$ cat src/rtl/sar_search_pkg.sv
// Shared types and helpers for the successive-approximation search controller.
package sar_search_pkg;

  typedef enum logic [1:0] {
    IDLE = 2'd0,
    TEST = 2'd1,
    DONE = 2'd2
  } state_t;

  localparam int MAX_WIDTH = 8;

  // Bit-index counter width: $clog2(w), but never narrower than one bit.
  function automatic int idx_width(input int w);
    return (w > 1) ? $clog2(w) : 1;
  endfunction

  localparam int IDX_W_DEFAULT = idx_width(2);

  // Comparator flags {L,E,G} are valid only when exactly one is set.
  function automatic logic flags_ok(input logic l, input logic e, input logic g);
    return (l ^ e ^ g) & ~(l & e & g);
  endfunction

endpackage

$ cat src/rtl/sar_search_if.sv
// Controller <-> host/comparator signal bundle.
interface sar_search_if #(
  parameter int WIDTH = 2
);
  logic             start;
  logic [WIDTH-1:0] trial;
  logic             cmp_l;
  logic             cmp_e;
  logic             cmp_g;
  logic             busy;
  logic             done;
  logic [WIDTH-1:0] result;
  logic             err;

  // Host side: kicks off searches and returns comparator flags.
  modport master (
    output start, cmp_l, cmp_e, cmp_g,
    input  trial, busy, done, result, err
  );

  // Search controller side.
  modport slave (
    input  start, cmp_l, cmp_e, cmp_g,
    output trial, busy, done, result, err
  );
endinterface

$ cat src/rtl/sar_search.sv
// Successive-approximation controller: walks trial from MSB to LSB using the
// comparator's L/E/G verdict to recover the hidden B operand.
module sar_search
  import sar_search_pkg::*;
#(
  parameter int WIDTH = 2
) (
  input  logic         clk,
  input  logic         rst_n,
  sar_search_if.slave  bus
);

  localparam int IW = idx_width(WIDTH);

  state_t           state_q, state_d;
  logic [WIDTH-1:0] trial_q, trial_d;
  logic [WIDTH-1:0] result_q, result_d;
  logic [WIDTH-1:0] upd;
  logic [IW-1:0]    idx_q, idx_d;
  logic             err_q, err_d;

  // State, trial, bit index and result registers.
  always_ff @(posedge clk or negedge rst_n) begin
    if (!rst_n) begin
      state_q  <= IDLE;
      trial_q  <= '0;
      idx_q    <= '0;
      result_q <= '0;
      err_q    <= 1'b0;
    end else begin
      state_q  <= state_d;
      trial_q  <= trial_d;
      idx_q    <= idx_d;
      result_q <= result_d;
      err_q    <= err_d;
    end
  end

  // Next-state: one bit resolved per TEST cycle, early exit on E or bad flags.
  always_comb begin
    state_d  = state_q;
    trial_d  = trial_q;
    idx_d    = idx_q;
    result_d = result_q;
    err_d    = err_q;
    upd      = trial_q;
    case (state_q)
      IDLE: begin
        trial_d = '0;
        if (bus.start) begin
          trial_d = WIDTH'(1) << (WIDTH - 1);
          idx_d   = IW'(WIDTH - 1);
          err_d   = 1'b0;
          state_d = TEST;
        end
      end
      TEST: begin
        if (!flags_ok(bus.cmp_l, bus.cmp_e, bus.cmp_g)) begin
          err_d    = 1'b1;
          result_d = trial_q;
          trial_d  = '0;
          state_d  = DONE;
        end else if (bus.cmp_e) begin
          result_d = trial_q;
          trial_d  = '0;
          state_d  = DONE;
        end else if (bus.cmp_l && idx_q == '0) begin
          // B above the fully-converged trial cannot happen with a sane comparator.
          err_d    = 1'b1;
          result_d = trial_q;
          trial_d  = '0;
          state_d  = DONE;
        end else begin
          if (bus.cmp_g) upd[idx_q] = 1'b0;
          if (idx_q != '0) begin
            upd[idx_q - 1'b1] = 1'b1;
            idx_d   = idx_q - 1'b1;
            trial_d = upd;
          end else begin
            result_d = upd;
            trial_d  = '0;
            state_d  = DONE;
          end
        end
      end
      DONE: begin
        trial_d = '0;
        state_d = IDLE;
      end
      default: begin
        trial_d = '0;
        state_d = IDLE;
      end
    endcase
  end

  assign bus.trial  = trial_q;
  assign bus.busy   = (state_q == TEST);
  assign bus.done   = (state_q == DONE);
  assign bus.result = result_q;
  assign bus.err    = err_q;

endmodule

$ cat src/flat_wrapper.sv
// flat-port wrapper written by rule: the top's interface ports become plain ports
module sar_search_flat import sar_search_pkg::*;
#(
  parameter int WIDTH = 2
)
  (clk, rst_n, bus_start, bus_cmp_l, bus_cmp_e, bus_cmp_g, bus_trial, bus_busy, bus_done, bus_result, bus_err);
  sar_search_if #(.WIDTH(WIDTH)) bus_i ();
  input  logic clk;
  input  logic rst_n;
  input wire logic [$bits(bus_i.start)-1:0] bus_start;
  input wire logic [$bits(bus_i.cmp_l)-1:0] bus_cmp_l;
  input wire logic [$bits(bus_i.cmp_e)-1:0] bus_cmp_e;
  input wire logic [$bits(bus_i.cmp_g)-1:0] bus_cmp_g;
  output wire logic [$bits(bus_i.trial)-1:0] bus_trial;
  output wire logic [$bits(bus_i.busy)-1:0] bus_busy;
  output wire logic [$bits(bus_i.done)-1:0] bus_done;
  output wire logic [$bits(bus_i.result)-1:0] bus_result;
  output wire logic [$bits(bus_i.err)-1:0] bus_err;
  assign bus_i.start = bus_start;
  assign bus_i.cmp_l = bus_cmp_l;
  assign bus_i.cmp_e = bus_cmp_e;
  assign bus_i.cmp_g = bus_cmp_g;
  assign bus_trial = bus_i.trial;
  assign bus_busy = bus_i.busy;
  assign bus_done = bus_i.done;
  assign bus_result = bus_i.result;
  assign bus_err = bus_i.err;
  sar_search #(.WIDTH(WIDTH)) u_core (.clk(clk), .rst_n(rst_n), .bus(bus_i));
endmodule
$ cat config.mk
export PLATFORM = sky130hd
export DESIGN_NAME = sar_search_flat
export DESIGN_NICKNAME = d
export VERILOG_FILES = /design/src/rtl/sar_search_pkg.sv /design/src/rtl/sar_search_if.sv /design/src/rtl/sar_search.sv /design/src/flat_wrapper.sv
export SDC_FILE = /design/constraint.sdc
export NUM_CORES = 1
export LEC_CHECK = 0
export BUFFER_PORTS_ARGS = -buffer_cell sky130_fd_sc_hd__clkbuf_2
export CORE_AREA = 2 2 39 41
export DETAILED_ROUTE_END_ITERATION = 10
export DIE_AREA = 0 0 41 43
export PLACE_DENSITY = 0.56
export SYNTH_ARGS = -nofsm -noshare
export SYNTH_HDL_FRONTEND = slang
export SYNTH_SLANG_ARGS = --single-unit
$ cat constraint.sdc
create_clock -name clk -period 1.7 [get_ports clk]
set_clock_uncertainty 0.2 [all_clocks]
set_input_delay 0.34 -clock clk [delete_from_list [all_inputs] [get_ports clk]]
set_output_delay 0.34 -clock clk [all_outputs]
set_load 0.1 [all_outputs]
==> impl_metrics.tcl, run 1 <==
set metrics [dict create \
    grt_pass1_wl_um 1570 \
    dp_cells 71 \
    synth-async-reset-ratio 1.00 \
    placed_area_um2 608 \
    gr-usage-all-layers 0.143 \
    synth_top_area_cell "dfrtp_1" \
    fin_nets 70 \
    finalSetupViolCount 0 \
    cp.required_ns 1.62 \
    synth_edf_count 0 \
    ant_nets 0 \
    synth_top_cell_area_share 0.510 \
    clock-sinks 8 \
    postSynthCellCount 33 \
    final_hold_viol_count 0 \
    period_share 0.973 \
    finalSetupTns_ns 0 \
    syn-num-nets 40 \
    hold_path.class "primary input to register" \
    start_util 0.284 \
    die_x_um 41 \
    htreeDepth 1 \
    drive_above_1_share 0.607 \
    antenna_found_initial 0 \
    holdPathEnd "u_core.bus.trial[1]$_DFF_PN0_" \
    ys_seq_area_frac 0.510 \
    cp_slowest_cell "or3b_4" \
    synth_seq_cells 8 \
    viasPerCell 4.82 \
    cap_violations 0 \
    whs_ns 0.200 \
    r2r_cells 4 \
    num_vias 371 \
    clockBufferDepth 2 \
    clk_pin_slew_ns 0.06 \
    total_leakage_power_nw 0.333 \
    synth_cell_types 22 \
    gp_congestion 0.777 \
    total_power_mw 1.19 \
    cpPeakStageDelay_ns 0.37 \
    stdcell_area_um2 674 \
    clock_latency_ns 0.25 \
    utilization 0.487 \
    first_iter_violations 1 \
    critPathKind "primary input to register" \
    numCtsBuffers 3 \
    path_buf_inv 2 \
    fin_cells 77 \
    max_freq_ghz 0.604 \
    r2r_end "u_core.bus.result[1]$_DFFE_PN0P_" \
    holdPathStages 3 \
    antenna_cells 0 \
    start_kind "primary input" \
    arrival_ns 1.57 \
    cellPowerDensity_mw_per_mm2 1760 \
    irDropWorstVdd_uv 609 \
    ios 13 \
    cts_tree "yes" \
    grt_pass1_vias 356 \
    hpwlAfterDp_um 697 \
    r2r-start "u_core.state_q[1]$_DFFE_PN0P_" \
    tightest_slew_ns 0.268 \
    syn_to_final_growth_pct 71.7 \
    die_area_mm2 0.00176 \
    ff2ff_setup_slack_ns 0.08 \
    min_period_ns 1.65 \
    synth_ff_type "dfrtp_1" \
    fin_ws_ns 0.0454 \
    hold_path.startpoint "bus_cmp_g" \
    rsz0062_at_grt "no" \
    grt_max_degree 9 \
    synth_most_common_cell "dfrtp_1" \
    cts_root_buf "clkbuf_4" \
    slew_violations 0 \
    synth_commonest_cells "8 x dfrtp_1, 4 x inv_1, 2 x nand2_1" \
    dr.pass1.iters 4 \
    synthTopCellsByArea "dfrtp_1 51%, a311oi_2 3.8%, inv_1 3.8%" \
    core-area_mm2 0.00138 \
    drc 0 \
    status "finished clean" \
    port_buffers 12 \
    rows 14 \
    syn_area_per_cell_um2 11.9 \
    path_cells "clkbuf_2, ha_4, or3b_4, buf_4, o41ai_1, mux2i_1" \
    grt_overflow 0 \
    ys_warn_count 0 \
    slew_headroom 0.819 \
    crit_fanout 4 \
    drt-total-wl_um 892 \
    place_ws_ns -0.252 \
    synthesis.area_um2 393 \
    die_y_um 43 \
    wl_per_cell_um 11.6 \
    end_kind "register" \
    path_delay_family "simple AND/OR/NAND/NOR gates" \
]
## routing by layer
layer	vias up	GRT usage	routed length (µm)	part of all wire
li1	177	-	-	-
met1	178	0.150	376	0.42
met2	12	0.203	431	0.48
met3	4	0.0366	41	0.046
met4	0	0.160	42	0.047
met5	-	0	0	0
## report_power, final
part / switching, mW / leakage, nW / total (mW) / internal, mW
sequential: 0.0359 / 0.100 / 0.284 / 0.248
clock: 0.0653 / 0.0138 / 0.146 / 0.0808
combinational: 0.506 / 0.219 / 0.758 / 0.252
## worst reg2reg max path, stage by stage (launching register included)
cell and delay, ns:
dfrtp_1 0.37, nand2b_4 0.15, buf_4 0.13, a311oi_2 0.30, mux2_1 0.35
## final cells by class
type | count | area (µm²)
sequential | 8 | 200
clock buffer | 3 | 22.5
timing repair buffer | 25 | 206
inverter | 4 | 17.5
tap | 16 | 20.0
multi-input combinational | 21 | 208
fill | 134 | 709
## sequential cells by signal (all words and copies together), names as in the netlist
register           flops
u_core.bus.result      2
u_core.bus.trial       2
u_core.state_q         2
u_core.bus.err         1
u_core.idx_q           1
## worst max path at each step
| stage | slack, ns | depth (start not counted) | end | startpoint |
|---|---|---|---|---|
| after floorplan | -0.08 | 4 | u_core.bus.trial[1]$_DFF_PN0_ | bus_cmp_e |
| final | 0.05 | 6 | u_core.bus.result[0]$_DFFE_PN0P_ | bus_cmp_e |
| after CTS | 0.005 | 4 | bus_busy | u_core.state_q[1]$_DFFE_PN0P_ |
| after detailed placement | -0.25 | 5 | u_core.bus.trial[1]$_DFF_PN0_ | bus_cmp_e |
| after global placement | -0.23 | 6 | u_core.bus.result[0]$_DFFE_PN0P_ | bus_cmp_e |
| after global routing | 0.002 | 4 | bus_busy | u_core.state_q[1]$_DFFE_PN0P_ |
## layout by cell type (no fill, tap or decap)
cell type / netlist / final
a211o_1: 1 / 1
a21bo_1: 1 / 1
a311oi_2: 1 / 1
a32oi_1: 1 / 1
and4bb_1: 1 / 1
buf_12: 0 / 2
buf_4: 0 / 16
buf_6: 0 / 1
clkbuf_2: 0 / 5
clkbuf_4: 0 / 3
dfrtp_1: 8 / 8
dlygate4sd3_1: 0 / 1
ha_4: 0 / 1
inv_1: 4 / 3
inv_4: 0 / 1
mux2_1: 1 / 1
mux2i_1: 1 / 1
nand2_1: 2 / 2
nand2b_4: 0 / 1
nor2_1: 1 / 1
nor2b_2: 0 / 1
nor3b_2: 1 / 1
o21ai_0: 1 / 1
o21ai_1: 1 / 1
o31ai_2: 0 / 1
o41ai_1: 1 / 1
or2b_2: 1 / 1
or3b_2: 1 / 1
or3b_4: 0 / 1
## repair_timing
action,CTS,global route
buffers inserted,2,0
hold buffers,1,0
endpoints found under the setup margin,1,3
pin swaps,0,1
resized for setup,2,3
endpoints found under the hold margin,8,0
## logic make-up (layout without fill, tap and decap cells)
family          after synthesis  count (layout)  synth area share
simple gates                 10              10             0.191
compound gates                8               8             0.175
flops                         8               8             0.510
buf+inv                       4              32            0.0382
mux                           2               2            0.0541
fa+ha+maj                     1               1            0.0318
Power figures use the tool's default switching activity.
==> inputs of run 2 (changes only) <==
- PLACE_DENSITY: 0.56 -> not set
- PLACE_DENSITY_LB_ADDON: not set -> 0.2
==> run 2 against run 1 <==
  * Clock-buffer cell count is the same
  * Worst hold slack gained 0.010 ns
  * Cell count shrank 2.6%
  * Non-clock buffer count shrank 2
  * Clock power is essentially flat
  * Combinational power shrank 2.9%
  * Sequential share of layout area grew 0.39 points
  * Core utilization shrank 0.63 points
  * Power shrank 1.9%
  * Maximum frequency is essentially flat
  * Sequential power is essentially flat
  * Critical path depth shrank 1
  * Critical path type unchanged
==> impl_metrics.tcl, run 2 (synthesis gave the netlist of run 1 again) <==
set metrics [dict create \
    final_hold_viol_count 0 \
    layout_common_cells "15 x buf_4, 8 x dfrtp_1, 5 x clkbuf_2, 3 x inv_1, 3 x clkbuf_4" \
    rsz0062_at_grt "yes" \
    wl_per_cell_um 12.0 \
    max_freq_ghz 0.605 \
    die_y_um 43 \
    grtUsageMet2 0.191 \
    clock_latency_ns 0.25 \
    clock-sinks 8 \
    placed_area_um2 608 \
    gr-usage-met1 0.162 \
    fin_ws_ns 0.0461 \
    numCtsBuffers 3 \
    status "finished clean" \
    hold_path.class "primary input to register" \
    drt-total-wl_um 898 \
    holdPathStages 3 \
    ios 13 \
    grt_pass1_vias 375 \
    critPathKind "primary input to register" \
    drive_above_1_share 0.627 \
    place_ws_ns -0.257 \
    period_share 0.973 \
    gr-max-usage-layer "met2" \
    min_period_ns 1.65 \
    hold_path.startpoint "bus_cmp_g" \
    slew_violations 0 \
    die_x_um 41 \
    crit_fanout 4 \
    ff2ff_setup_slack_ns 0.19 \
    start_util 0.284 \
    finalSetupViolCount 0 \
    stdcell_area_um2 666 \
    total_leakage_power_nw 0.323 \
    cp.required_ns 1.67 \
    hpwlAfterDp_um 739 \
    drc 0 \
    cap_violations 0 \
    htreeDepth 1 \
    port_buffers 12 \
    grt_pass1_wl_um 1560 \
    die_area_mm2 0.00176 \
    final_common_cell "buf_4" \
    cts_tree "yes" \
    dr.pass1.iters 4 \
    r2r_cells 3 \
    antenna_found_initial 0 \
    critPathLaunch "bus_cmp_l" \
    clk_pin_slew_ns 0.05 \
    fin_nets 68 \
    irDropWorstVdd_uv 615 \
    tightest_slew_ns 0.273 \
    syn_to_final_growth_pct 69.4 \
    arrival_ns 1.62 \
    antenna_cells 0 \
    holdPathEnd "u_core.bus.trial[1]$_DFF_PN0_" \
    clockBufferDepth 2 \
    whs_ns 0.211 \
    cts_root_buf "clkbuf_4" \
    gr-usage-all-layers 0.139 \
    viasPerCell 4.92 \
    start_kind "primary input" \
    finalSetupTns_ns 0 \
    rows 14 \
    grt_max_degree 9 \
    num_vias 369 \
    ant_nets 0 \
    gp_congestion 0.832 \
    core-area_mm2 0.00138 \
    grt_overflow 0 \
    r2r-start "u_core.state_q[1]$_DFFE_PN0P_" \
    first_iter_violations 8 \
    end_kind "register" \
    cellPowerDensity_mw_per_mm2 1750 \
    gr-usage-met3 0.0314 \
    slew_headroom 0.818 \
    r2r_end "u_core.bus.result[1]$_DFFE_PN0P_" \
]
run 2: cell types whose count changed in the layout (fill, tap and decap cells not counted):
| cell | previous run | this run |
|---|---|---|
| o41ai_2 | 0 | 1 |
| buf_6 | 1 | 0 |
| nor2_2 | 0 | 1 |
| nor2_1 | 1 | 0 |
| buf_4 | 16 | 15 |
| o41ai_1 | 1 | 0 |
run 2: area by class of cell:
type	instances	area, µm²
sequential	8	200
inverter	4	17.5
clock buffer	3	22.5
timing repair buffer	23	188
multi-input combinational	21	218
tap	16	20.0
fill	128	718
run 2: routing by layer:
layer  wire length, µm  vias up
met5                 0        -
met4                40        0
met3                51        5
met2               426       13
met1               380      179
li1                  -      172
run 2: worst max-delay path, cell delays in order:
cell and delay, ns:
clkbuf_2 0.11, ha_4 0.28, or2b_2 0.31, a211o_1 0.36, o31ai_2 0.22
run 2: per-stage QoR:
stage | std cells | util | power [mW]
floorplan | 33 | - | 0.772
global placement | 71 | 0.439 | 0.992
detailed placement | 71 | 0.439 | 0.996
CTS | 76 | 0.474 | 1.17
global route | 75 | 0.481 | 1.22
finish | 75 | 0.481 | 1.17
run 2: worst max-delay path by stage:
stage                                     to  slack (ns)  cells past startpoint
4_1_cts        u_core.bus.trial[1]$_DFF_PN0_      0.0003                      5
2_1_floorplan  u_core.bus.trial[1]$_DFF_PN0_       -0.08                      4
5_1_grt        u_core.bus.trial[1]$_DFF_PN0_      -0.003                      5
3_3_place_gp   u_core.bus.trial[1]$_DFF_PN0_       -0.22                      5
6_report       u_core.bus.trial[1]$_DFF_PN0_        0.05                      5
3_5_place_dp   u_core.bus.trial[1]$_DFF_PN0_       -0.26                      5
run 2: power breakdown:
group          leakage [nW]  internal [mW]  switching [mW]
Combinational         0.209          0.229           0.507
Clock                0.0138         0.0807          0.0635
Sequential            0.100          0.248          0.0373
run 2: what timing repair did:
action                                  4_1_cts  5_1_grt
setup buffers                                 1        0
endpoints found under the setup margin        1        4
endpoints found under the hold margin         8        0
hold buffers                                  1        0
gates resized for setup                       2        4
gates cloned                                  0        0
pin swaps                                     0        1
==> inputs of run 3 (changes only) <==
- CELL_PAD_IN_SITES_DETAIL_PLACEMENT: not set -> 0
- CELL_PAD_IN_SITES_GLOBAL_PLACEMENT: not set -> 1
==> run 3 against run 2 <==
  * First-iteration DRC count down 75%
  * Core utilization is 1.5 points higher
  * Largest cell class unchanged
  * Non-clock buffer count is 1 higher
  * Largest power group unchanged
==> impl_metrics.tcl, run 3 (synthesis gave the netlist of run 1 again) <==
set metrics [dict create \
    status "finished clean" \
    path_cells "clkbuf_2, ha_4, or3b_4, a211o_1, o31ai_2" \
    clk_pin_slew_ns 0.05 \
    dr.pass1.iters 2 \
    rsz0062_at_grt "yes" \
    placed_area_um2 613 \
    drt-total-wl_um 938 \
    cts_tree "yes" \
    power_switching_mw 0.614 \
    hold_path.class "primary input to register" \
    layout_common_cells "14 x buf_4, 8 x dfrtp_1, 5 x clkbuf_2" \
    start_util 0.284 \
    die_area_mm2 0.00176 \
    cp.required_ns 1.66 \
    antenna_cells 0 \
    clockBufferDepth 2 \
    numCtsBuffers 3 \
    core-area_mm2 0.00138 \
    period_share 0.973 \
    cap_violations 0 \
    p_sw_frac 0.508 \
    cellPowerDensity_mw_per_mm2 1760 \
    syn_to_final_growth_pct 74.8 \
    start_kind "primary input" \
    critPathLaunch "bus_cmp_e" \
    fin_nets 69 \
    multiInputGateArea_um2 215 \
    crit_fanout 4 \
    grt_overflow 0 \
    gp_congestion 0.759 \
    hpwlAfterDp_um 748 \
    arrival_ns 1.61 \
    slew_violations 0 \
    crit_end "u_core.bus.trial[1]$_DFF_PN0_" \
    r2r_cells 4 \
    htreeDepth 1 \
    drc 0 \
    cts_root_buf "clkbuf_4" \
    register_area_um2 200 \
    die_x_um 41 \
    grt_max_degree 9 \
    port_buffers 12 \
    end_kind "register" \
    r2r-start "u_core.state_q[1]$_DFFE_PN0P_" \
    p_int_mw 0.596 \
    grt_pass1_vias 348 \
    min_period_ns 1.65 \
    total_leakage_power_nw 0.333 \
    drive_above_1_share 0.617 \
    critPathKind "primary input to register" \
    max_freq_ghz 0.604 \
    ant_nets 0 \
    tightest_slew_ns 0.284 \
    num_vias 367 \
    stdcell_area_um2 687 \
    ff2ff_setup_slack_ns 0.07 \
    fillCellCount 137 \
    rows 14 \
    cp_slowest_cell "or3b_4" \
    ios 13 \
    grt_pass1_wl_um 1520 \
    power_frac_seq 0.241 \
    slew_headroom 0.811 \
    wl_per_cell_um 12.3 \
    utilization 0.496 \
    irDropWorstVdd_uv 669 \
    die_y_um 43 \
    viasPerCell 4.83 \
    gr-usage-all-layers 0.138 \
    cpPeakStageDelay_ns 0.37 \
    antenna_found_initial 0 \
    finalSetupViolCount 0 \
    final_hold_viol_count 0 \
    final_common_cell "buf_4" \
    power.share.clock 0.118 \
    r2r_end "u_core.bus.result[1]$_DFFE_PN0P_" \
    clock_latency_ns 0.25 \
    clock-sinks 8 \
    power_frac_comb 0.640 \
    first_iter_violations 2 \
]
[run 3: cell types whose count changed in the layout (fill, tap and decap cells not counted)]
cell | before | now
buf_4 | 15 | 14
buf_12 | 2 | 3
buf_6 | 0 | 1
nor2_2 | 1 | 0
nor2_1 | 0 | 1
[run 3: worst min-delay path by stage]
| stage | from | to | cells past startpoint |
|---|---|---|---|
| floorplan | rst_n | u_core.bus.err$_DFFE_PN0P_ | 0 |
| global placement | rst_n | u_core.bus.result[0]$_DFFE_PN0P_ | 1 |
| detailed placement | rst_n | u_core.bus.result[0]$_DFFE_PN0P_ | 1 |
| CTS | bus_cmp_g | u_core.bus.trial[1]$_DFF_PN0_ | 3 |
| global route | bus_cmp_g | u_core.bus.trial[1]$_DFF_PN0_ | 3 |
| finish | bus_cmp_g | u_core.bus.trial[1]$_DFF_PN0_ | 3 |
[run 3: cell type report]
cell class                      instances  share of cell area
Multi-Input combinational cell         21               0.313
Timing Repair Buffer                   24               0.308
Sequential cell                         8               0.291
Clock buffer                            3              0.0328
Tap cell                               16              0.0291
Inverter                                4              0.0255
[run 3: critical path: cells and delay by family]
family	cells	cell delay [ns]
compound gates	2	0.54
simple gates	1	0.37
fa+ha+maj	1	0.25
buf+inv	1	0.11
[run 3: metal layers]
layer  vias up  share of wire  global-route usage
li1        177              -                   -
met1       175           0.37               0.135
met2        11           0.54               0.222
met3         4          0.063              0.0471
met4         0          0.023               0.100
met5         -              0                   0
[run 3: per-stage QoR]
step	std cells	hold slack, ns	total power, mW	setup TNS (ns)	setup slack, ns
after floorplan	33	-0.156	0.772	-0.164	-0.0754
after global placement	70	-0.00837	1.01	-1.12	-0.248
after detailed placement	70	-0.00559	1.01	-1.23	-0.277
after CTS	75	0.226	1.19	0	0.000790
after global routing	76	0.247	1.26	-0.0461	-0.0387
final	76	0.223	1.21	0	0.0451
[run 3: what timing repair did]
action | in CTS | in global routing
pin swaps | 1 | 0
endpoints found under the setup margin | 2 | 3
hold endpoints to repair | 8 | 0
setup buffers | 1 | 1
gates resized for setup | 2 | 4
hold buffers | 1 | 0
[run 3: power by group through the flow]
stage,sequential (mW),combinational [mW],clock (mW)
floorplan,0.544,0.227,0
global placement,0.287,0.721,0
detailed placement,0.292,0.722,0
CTS,0.292,0.748,0.146
global route,0.299,0.806,0.158
finish,0.292,0.774,0.143
